**src/rtl/periph_pkg.sv**
```systemverilog
// Shared types and constants for the peripheral input controller slice.
package periph_pkg;

  // Controller sequencing states; encoding is fixed so debug probes stay stable.
  typedef enum logic [1:0] {
    IDLE         = 2'd0,
    WAIT_PRESS   = 2'd1,
    WAIT_RELEASE = 2'd2,
    DELIVER      = 2'd3
  } pic_state_t;

  // Debounce length suitable for simulation; the board build overrides it (~500000).
  localparam int unsigned DEFAULT_DEBOUNCE = 4;

endpackage

```
**src/rtl/button_debouncer.sv**
```systemverilog
// Two-flop synchroniser plus stable-count debouncer for one board button.
// Emits single-cycle press / release pulses on debounced level changes.
module button_debouncer #(
  parameter int unsigned DEBOUNCE_CYCLES = 4,
  parameter int unsigned CNT_WIDTH       = $clog2(DEBOUNCE_CYCLES + 1)
) (
  input  logic clock,
  input  logic reset,
  input  logic button_raw,
  output logic press_pulse,
  output logic release_pulse
);

  localparam logic [CNT_WIDTH-1:0] CNT_LAST = CNT_WIDTH'(DEBOUNCE_CYCLES - 1);

  logic [1:0]           btn_sync;
  logic                 btn_s;
  logic                 btn_db;
  logic [CNT_WIDTH-1:0] cnt;

  assign btn_s = btn_sync[1];

  // Bring the asynchronous button into the clock domain.
  always_ff @(posedge clock) begin
    if (reset) begin
      btn_sync <= '0;
    end else begin
      btn_sync <= {btn_sync[0], button_raw};
    end
  end

  // Count consecutive cycles of disagreement; any bounce back restarts the count.
  // The pulses are registered alongside the level toggle so they line up with it.
  always_ff @(posedge clock) begin
    if (reset) begin
      btn_db        <= 1'b0;
      cnt           <= '0;
      press_pulse   <= 1'b0;
      release_pulse <= 1'b0;
    end else begin
      press_pulse   <= 1'b0;
      release_pulse <= 1'b0;
      if (btn_s == btn_db) begin
        cnt <= '0;
      end else if (cnt == CNT_LAST) begin
        btn_db        <= ~btn_db;
        cnt           <= '0;
        press_pulse   <= ~btn_db;
        release_pulse <= btn_db;
      end else begin
        cnt <= cnt + CNT_WIDTH'(1);
      end
    end
  end

endmodule

```
**src/rtl/peripheral_input_controller.sv**
```systemverilog
// Sequences a peripheral-read instruction against a confirm button and a switch
// bank: stalls the core, captures switches on press, delivers on release.
module peripheral_input_controller
  import periph_pkg::*;
#(
  parameter int unsigned DATA_WIDTH      = 32,
  parameter int unsigned DEBOUNCE_CYCLES = DEFAULT_DEBOUNCE,
  parameter int unsigned CNT_WIDTH       = $clog2(DEBOUNCE_CYCLES + 1)
) (
  input  logic                  clock,
  input  logic                  reset,
  input  logic                  input_request,
  input  logic                  button_raw,
  input  logic [DATA_WIDTH-1:0] switches_raw,
  output logic                  halt_temporarily_signal,
  output logic [DATA_WIDTH-1:0] peripheral_value,
  output logic                  peripheral_valid,
  output logic                  busy
);

  pic_state_t            state;
  logic [DATA_WIDTH-1:0] sw_meta;
  logic [DATA_WIDTH-1:0] sw_s;
  logic                  press;
  logic                  btn_release;

  button_debouncer #(
    .DEBOUNCE_CYCLES (DEBOUNCE_CYCLES),
    .CNT_WIDTH       (CNT_WIDTH)
  ) u_confirm_button (
    .clock         (clock),
    .reset         (reset),
    .button_raw    (button_raw),
    .press_pulse   (press),
    .release_pulse (btn_release)
  );

  // Synchronise the quasi-static switch bank.
  always_ff @(posedge clock) begin
    if (reset) begin
      sw_meta <= '0;
      sw_s    <= '0;
    end else begin
      sw_meta <= switches_raw;
      sw_s    <= sw_meta;
    end
  end

  // Capture the switches on the press edge, even if the request is dropped
  // in that same cycle.
  always_ff @(posedge clock) begin
    if (reset) begin
      peripheral_value <= '0;
    end else if (state == WAIT_PRESS && press) begin
      peripheral_value <= sw_s;
    end
  end

  // Transaction sequencer; busy and valid are registered with the next state.
  always_ff @(posedge clock) begin
    if (reset) begin
      state            <= IDLE;
      busy             <= 1'b0;
      peripheral_valid <= 1'b0;
    end else begin
      peripheral_valid <= 1'b0;
      unique case (state)
        IDLE: begin
          if (input_request) begin
            state <= WAIT_PRESS;
            busy  <= 1'b1;
          end
        end
        WAIT_PRESS: begin
          if (!input_request) begin
            state <= IDLE;
            busy  <= 1'b0;
          end else if (press) begin
            state <= WAIT_RELEASE;
          end
        end
        WAIT_RELEASE: begin
          if (!input_request) begin
            state <= IDLE;
            busy  <= 1'b0;
          end else if (btn_release) begin
            state            <= DELIVER;
            busy             <= 1'b0;
            peripheral_valid <= 1'b1;
          end
        end
        DELIVER: begin
          state <= IDLE;
          busy  <= 1'b0;
        end
        default: begin
          state <= IDLE;
          busy  <= 1'b0;
        end
      endcase
    end
  end

  // Stall the core from the very cycle the request is decoded until delivery.
  always_comb begin
    halt_temporarily_signal = (state == IDLE && input_request) ||
                              (state == WAIT_PRESS) ||
                              (state == WAIT_RELEASE);
  end

endmodule
```
**config.mk**
```make
export PLATFORM = sky130hd
export DESIGN_NAME = peripheral_input_controller
export DESIGN_NICKNAME = d
export VERILOG_FILES = /design/src/rtl/periph_pkg.sv /design/src/rtl/button_debouncer.sv /design/src/rtl/peripheral_input_controller.sv
export SDC_FILE = /design/constraint.sdc
export NUM_CORES = 1
export LEC_CHECK = 0
export CORE_ASPECT_RATIO = 0.75
export CORE_MARGIN = 1
export CORE_UTILIZATION = 45
export CTS_CLUSTER_SIZE = 25
export DETAILED_ROUTE_END_ITERATION = 12
export GPL_ROUTABILITY_DRIVEN = 0
export PLACE_DENSITY_LB_ADDON = 0.05
export RECOVER_POWER = 25
export SETUP_SLACK_MARGIN = 0.2
export SLEW_MARGIN = 25
export SYNTH_ARGS = -nofsm -noshare
export SYNTH_HDL_FRONTEND = slang
export SYNTH_SLANG_ARGS = --single-unit
export TNS_END_PERCENT = 50
```
**constraint.sdc**
```tcl
create_clock -name clock -period 1.3 [get_ports clock]
set_input_delay 0.26 -clock clock [delete_from_list [all_inputs] [get_ports clock]]
set_output_delay 0.26 -clock clock [all_outputs]
set_load 0.005 [all_outputs]
```
==> results.py, run 1 <==
metrics = {
    "outcome": {
        "outcome": "finished, violations left",
        "violations": "setup timing",
    },
    "routing": {
        "wirelength_um": 5950,
        "drt_iter0_drc": 45,
        "antenna_left": 0,
        "via_per_inst": 4.46,
        "num_vias": 2284,
        "wl_per_cell_um": 11.6,
        "drc": 0,
        "firstDrtPassIters": 5,
    },
    "timing": {
        "max_slew_margin_pct": 80.4,
        "worstMarginPinSlew_ps": 295,
        "clock.fmax_ghz": 0.760,
        "finClkSkew_ps": 7.93,
        "fin_crit_ps": 1320,
        "finalSetupViolations": 12,
        "fin_crit_sh_pct": 101,
        "worst_slack_ps": -16.0,
        "report.final.slew_viol_count": 0,
        "grt_setup_unrepaired": "yes",
        "final.setup.tns_ps": -102,
        "finalHoldViolations": 0,
    },
    "cts": {
        "cts_buffer_depth": 2,
        "tritoncts": "built",
        "cts_sinks": 108,
        "clk_latency_ps": 360,
        "holdBufCountCts": 0,
        "clk_pin_slew_ps": 100,
        "cts-root-buf": "clkbuf_8",
        "h-tree-depth": 3,
        "cts_buffers": 9,
    },
    "grt": {
        "grt_overflow": 0,
        "gr-usage-met3_pct": 5.83,
        "gr-usage-met2_pct": 25.7,
        "antenna_found_initial": 0,
        "grtUsageMet1_pct": 17.3,
        "top_usage_layer": "met2",
        "grt_max_degree": 69,
        "grt_pass1_vias": 2094,
        "grt_pass1_wl_um": 9160,
        "grt_use_total_pct": 15.4,
    },
    "worst_setup_path": {
        "end_kind": "register",
        "rr_endpoint": "peripheral_value[13]",
        "rr_worst_depth": 5,
        "endpoint": "peripheral_value[13]",
        "cp-start-kind": "register",
        "crit_arrival_ps": 1610,
        "critPathKind": "reg -> reg",
        "path_max_fanout": 6,
        "crit_required_ps": 1590,
        "startpoint": "state[1]",
        "worstReg2RegStart": "state[1]",
        "reg2reg_slack_ps": -20,
    },
    "logic_synthesis": {
        "synth_top_area_share_pct": 64.2,
        "synth_cells": 322,
        "synth.area.top_cells": "dfxtp_1, nor2b_1, nand2_1",
        "syn-num-nets": 360,
        "synth_area_sq_um": 3370,
        "synth.distinct_cells": 24,
        "yosys.area.top_type": "dfxtp_1",
        "yosys_warnings": 0,
        "yosysSeqAreaShare_pct": 64.2,
        "avgSynthCellArea_sq_um": 10.5,
        "synth-seq-cells": 108,
    },
    "cells_and_area": {
        "mostFrequentLayoutCells": "dfxtp_1, nor2b_1, dfxtp_2, nand2_1, clkdlybuf4s50_1",
        "final_common_cell": "dfxtp_1",
        "layout.cells.non_filler": 512,
        "fin_nets": 447,
        "drive_gt1_share_pct": 41.8,
        "antenna_cells": 0,
        "syn2layout_area_growth_pct": 39.5,
    },
    "power": {
        "power_density_nw_per_um2": 1190,
        "p_comb_share_pct": 5.0,
        "power_frac_clock_pct": 33.4,
        "swShare_pct": 22.0,
        "netSwitchingPower_mw": 1.23,
        "p_leak_nw": 1.96,
        "p_int_mw": 4.36,
        "peakVddDrop_uv": 652,
        "seqPwrFrac_pct": 61.6,
    },
    "die": {
        "die_area_sq_um": 7840,
        "ios": 71,
        "start_util_pct": 48.0,
        "die_w_um": 102,
        "num_rows": 26,
        "core-area_sq_um": 7030,
        "die_h_um": 76.9,
    },
    "run": {
        "cap_violations": 0,
    },
    "placement": {
        "io_buffers": 70,
        "dp.cells": 480,
        "hpwl_um": 3590,
    },
    "hold_path": {
        "min_path_type": "in -> reg",
        "hp-start": "reset",
    },
}
==> final cells by class <==
cell class	instances	area [sq um]
inverter	4	15.0
timing repair buffer	96	928
tap	98	123
fill	570	2320
multi-input combinational	190	1240
clock inverter	5	42.5
sequential	108	2210
clock buffer	11	141
==> worst min-delay path by stage <==
stage	depth (start not counted)	slack, ps	endpoint
2_1_floorplan	1	390	sw_meta[0]
3_3_place_gp	1	410	u_confirm_button.cnt[0]
3_5_place_dp	1	420	u_confirm_button.cnt[0]
4_1_cts	2	120	peripheral_value[23]
5_1_grt	2	130	peripheral_value[23]
6_report	2	140	peripheral_value[23]
==> worst max-delay path, stage by stage, from the launching register on <==
cell       delay, ps
dfxtp_2          350
buf_6            120
and3b_4          420
clkbuf_16        200
nand2_2           50
a21oi_1          120
==> power by group through the flow <==
stage,registers (mW),clock network (mW),logic [mW]
floorplan,3.50,0,0.128
global placement,3.51,0,0.263
detailed placement,3.51,0,0.267
CTS,3.44,1.95,0.273
finish,3.44,1.87,0.278
global route,3.45,2.06,0.305
==> registers in the layout, summed over array words and instances (netlist names) <==
name and flops:
u_confirm_button.release_pulse 1, u_confirm_button.press_pulse 1, peripheral_valid 1, u_confirm_button.btn_sync 2, sw_s 32, sw_meta 32
peripheral_value 32, busy 1, state 2, u_confirm_button.btn_db 1, u_confirm_button.cnt 3
==> stage by stage <==
step | power, mW | setup slack [ps] | instance area, sq um | hold slack [ps] | utilization, %
finish | 5.58 | -16.0 | 4700 | 140 | 66.9
global route | 5.82 | -63.7 | 4700 | 133 | 66.9
CTS | 5.66 | -5.81 | 4440 | 118 | 63.2
detailed placement | 3.78 | -395 | 4230 | 418 | 60.1
global placement | 3.77 | -349 | 4230 | 409 | 60.1
floorplan | 3.63 | 195 | 3400 | 388 | -
==> routing by layer <==
metal  share of wire (%)  up-vias
met5                   0        -
met4                 1.3        0
met3                 4.5        6
met2                  47       48
met1                  47     1053
li1                    -     1177
==> kinds of logic after synthesis <==
group,after synthesis,synth area share (%)
AOI/OAI and AO/OA,38,7.50
xor gates and xnor gates,1,0.260
adders and majority gates,2,0.743
buffers and inverters,24,4.08
DFF,108,64.2
muxes,1,0.297
and+or+nand+nor,148,22.9
==> cell usage after synthesis <==
cell	number
nand2_1	60
a21oi_1	22
inv_1	4
nand3b_2	1
nand2b_1	2
buf_6	5
a211o_2	2
clkbuf_1	8
or3_1	1
or2b_1	1
a21oi_2	14
nor2b_1	67
buf_2	5
mux2i_1	1
and3b_1	1
nor4bb_1	2
nand2_2	5
ha_1	2
buf_1	1
xnor2_1	1
buf_4	1
nor2_1	7
nor3_1	1
dfxtp_1	108
==> what timing repair did <==
action / CTS / global route
endpoints found under the hold margin: 0 / 0
gates cloned: 0 / 4
pin swaps: 28 / 20
endpoints found under the setup margin: 71 / 63
gates resized for setup: 208 / 30
buffers inserted: 7 / 5
(Power assumes the default switching activity.)
==> inputs of run 2 (changes only) <==
- SKIP_CTS_REPAIR_TIMING: not set -> 1
==> results.py, run 2 (same netlist as run 1, synthesis figures left out) <==
metrics = {
    "outcome": {
        "outcome": "finished, violations left",
        "violations": "setup timing",
    },
    "timing": {
        "worstMarginPinSlew_ps": 733,
        "clock.fmax_ghz": 0.757,
        "fin_crit_sh_pct": 102,
        "finClkSkew_ps": 7.94,
        "finalHoldViolations": 0,
        "max_slew_margin_pct": 51.1,
        "finalSetupViolations": 1,
        "report.final.slew_viol_count": 0,
        "fin_crit_ps": 1320,
        "grt_setup_unrepaired": "yes",
        "worst_slack_ps": -20.2,
    },
    "die": {
        "die_area_sq_um": 7840,
        "die_h_um": 76.9,
        "num_rows": 26,
        "start_util_pct": 48.0,
        "core-area_sq_um": 7030,
        "die_w_um": 102,
        "ios": 71,
    },
    "hold_path": {
        "hp-start": "reset",
        "min_path_type": "in -> reg",
        "holdPathStages": 2,
        "holdPathEnd": "sw_s[22]",
    },
    "cts": {
        "cts_buffers": 9,
        "cts-root-buf": "clkbuf_8",
        "cts_sinks": 108,
        "tritoncts": "built",
        "cts_buffer_depth": 2,
        "clk_latency_ps": 360,
        "clk_pin_slew_ps": 100,
        "h-tree-depth": 3,
    },
    "routing": {
        "antenna_left": 0,
        "wl_per_cell_um": 10.9,
        "via_per_inst": 4.42,
        "firstDrtPassIters": 3,
        "wirelength_um": 5500,
        "drt_iter0_drc": 30,
        "num_vias": 2225,
        "drc": 0,
    },
    "run": {
        "cap_violations": 0,
    },
    "worst_setup_path": {
        "crit_required_ps": 1040,
        "rr_worst_depth": 5,
        "cp-start-kind": "register",
        "reg2reg_slack_ps": 40,
        "critPathKind": "reg -> out",
        "end_kind": "primary output",
        "worstReg2RegStart": "state[1]",
        "rr_endpoint": "peripheral_value[14]",
        "crit_arrival_ps": 1060,
        "path_max_fanout": 3,
    },
    "power": {
        "p_leak_nw": 1.76,
        "power_density_nw_per_um2": 1240,
        "peakVddDrop_uv": 630,
    },
    "grt": {
        "antenna_found_initial": 0,
        "grt_overflow": 0,
        "grt_pass1_vias": 2093,
        "grt_pass1_wl_um": 8930,
        "grt_max_degree": 69,
        "grt_use_total_pct": 15.0,
    },
    "cells_and_area": {
        "final_common_cell": "dfxtp_1",
        "nFillCells": 617,
        "largest_registers": "peripheral_value: 32 flops, sw_meta: 32 flops, sw_s: 32 flops",
        "mostFrequentLayoutCells": "dfxtp_1, nor2b_1, nand2_1, dfxtp_2, clkdlybuf4s50_1",
        "design_area_sq_um": 4490,
        "fin_nets": 438,
        "antenna_cells": 0,
        "drive_gt1_share_pct": 37.3,
        "syn2layout_area_growth_pct": 33.3,
    },
    "placement": {
        "io_buffers": 70,
        "dpl-instance-area_sq_um": 4230,
        "hpwl_um": 3590,
        "dp_slack_ps": -395,
    },
}
run 2: changes by cell type in the layout (fill, tap and decap cells not counted), moves of 2 or more:
cell            previous run  this run
clkbuf_16                  3         0
clkbuf_2                   0        23
nand2_2                   21        15
nand2_4                    8         0
dlymetal6s2s_1             0         2
nand2_1                   36        50
buf_6                     17        11
buf_2                     22         0
buf_4                     15        12
a21oi_1                   17        12
a21oi_2                   19        24
run 2: metal layers:
metal | part of all wire, % | track usage, %
met1 | 45 | 16.3
met2 | 48 | 25.5
met3 | 5.4 | 6.02
met4 | 1.8 | 6.86
met5 | 0 | 0
run 2: area by class of cell:
type                       count  area [sq um]  share of cell area [%]
clock buffer                  11           141                    3.15
clock inverter                 5          42.5                   0.947
inverter                       4          15.0                   0.334
multi-input combinational    190          1180                    26.3
sequential                   108          2210                    49.2
tap                           98           123                    2.73
timing repair buffer          87           778                    17.3
run 2: worst max-delay path by stage:
stage,cells after the start,to,from
finish,3,halt_temporarily_signal,state[1]
CTS,3,halt_temporarily_signal,state[0]
global route,3,halt_temporarily_signal,state[1]
detailed placement,4,halt_temporarily_signal,input_request
floorplan,4,u_confirm_button.cnt[0],u_confirm_button.cnt[0]
global placement,4,halt_temporarily_signal,input_request
run 2: critical path, stage by stage, from the launching register on:
cell and delay (ps):
dfxtp_2 340, nor3_2 160, a21oi_1 50, dlymetal6s2s_1 150
run 2: stage by stage:
step	hold WS (ps)	power [mW]	std cells	utilization, %	TNS [ps]
final	282	5.56	503	63.9	-20.2
after global routing	299	5.81	503	63.9	-166
after global placement	409	3.77	480	60.1	-444
after floorplan	388	3.63	322	-	0
after CTS	125	5.65	496	62.7	-6990
after detailed placement	418	3.78	480	60.1	-518
run 2: where the power goes:
part / total (mW) / internal [mW] / switching (mW) / leakage [nW]
registers: 3.43 / 3.40 / 0.0278 / 0.904
logic: 0.258 / 0.162 / 0.0961 / 0.768
clock network: 1.87 / 0.774 / 1.10 / 0.0909
total: 5.56 / 4.34 / 1.22 / 1.76
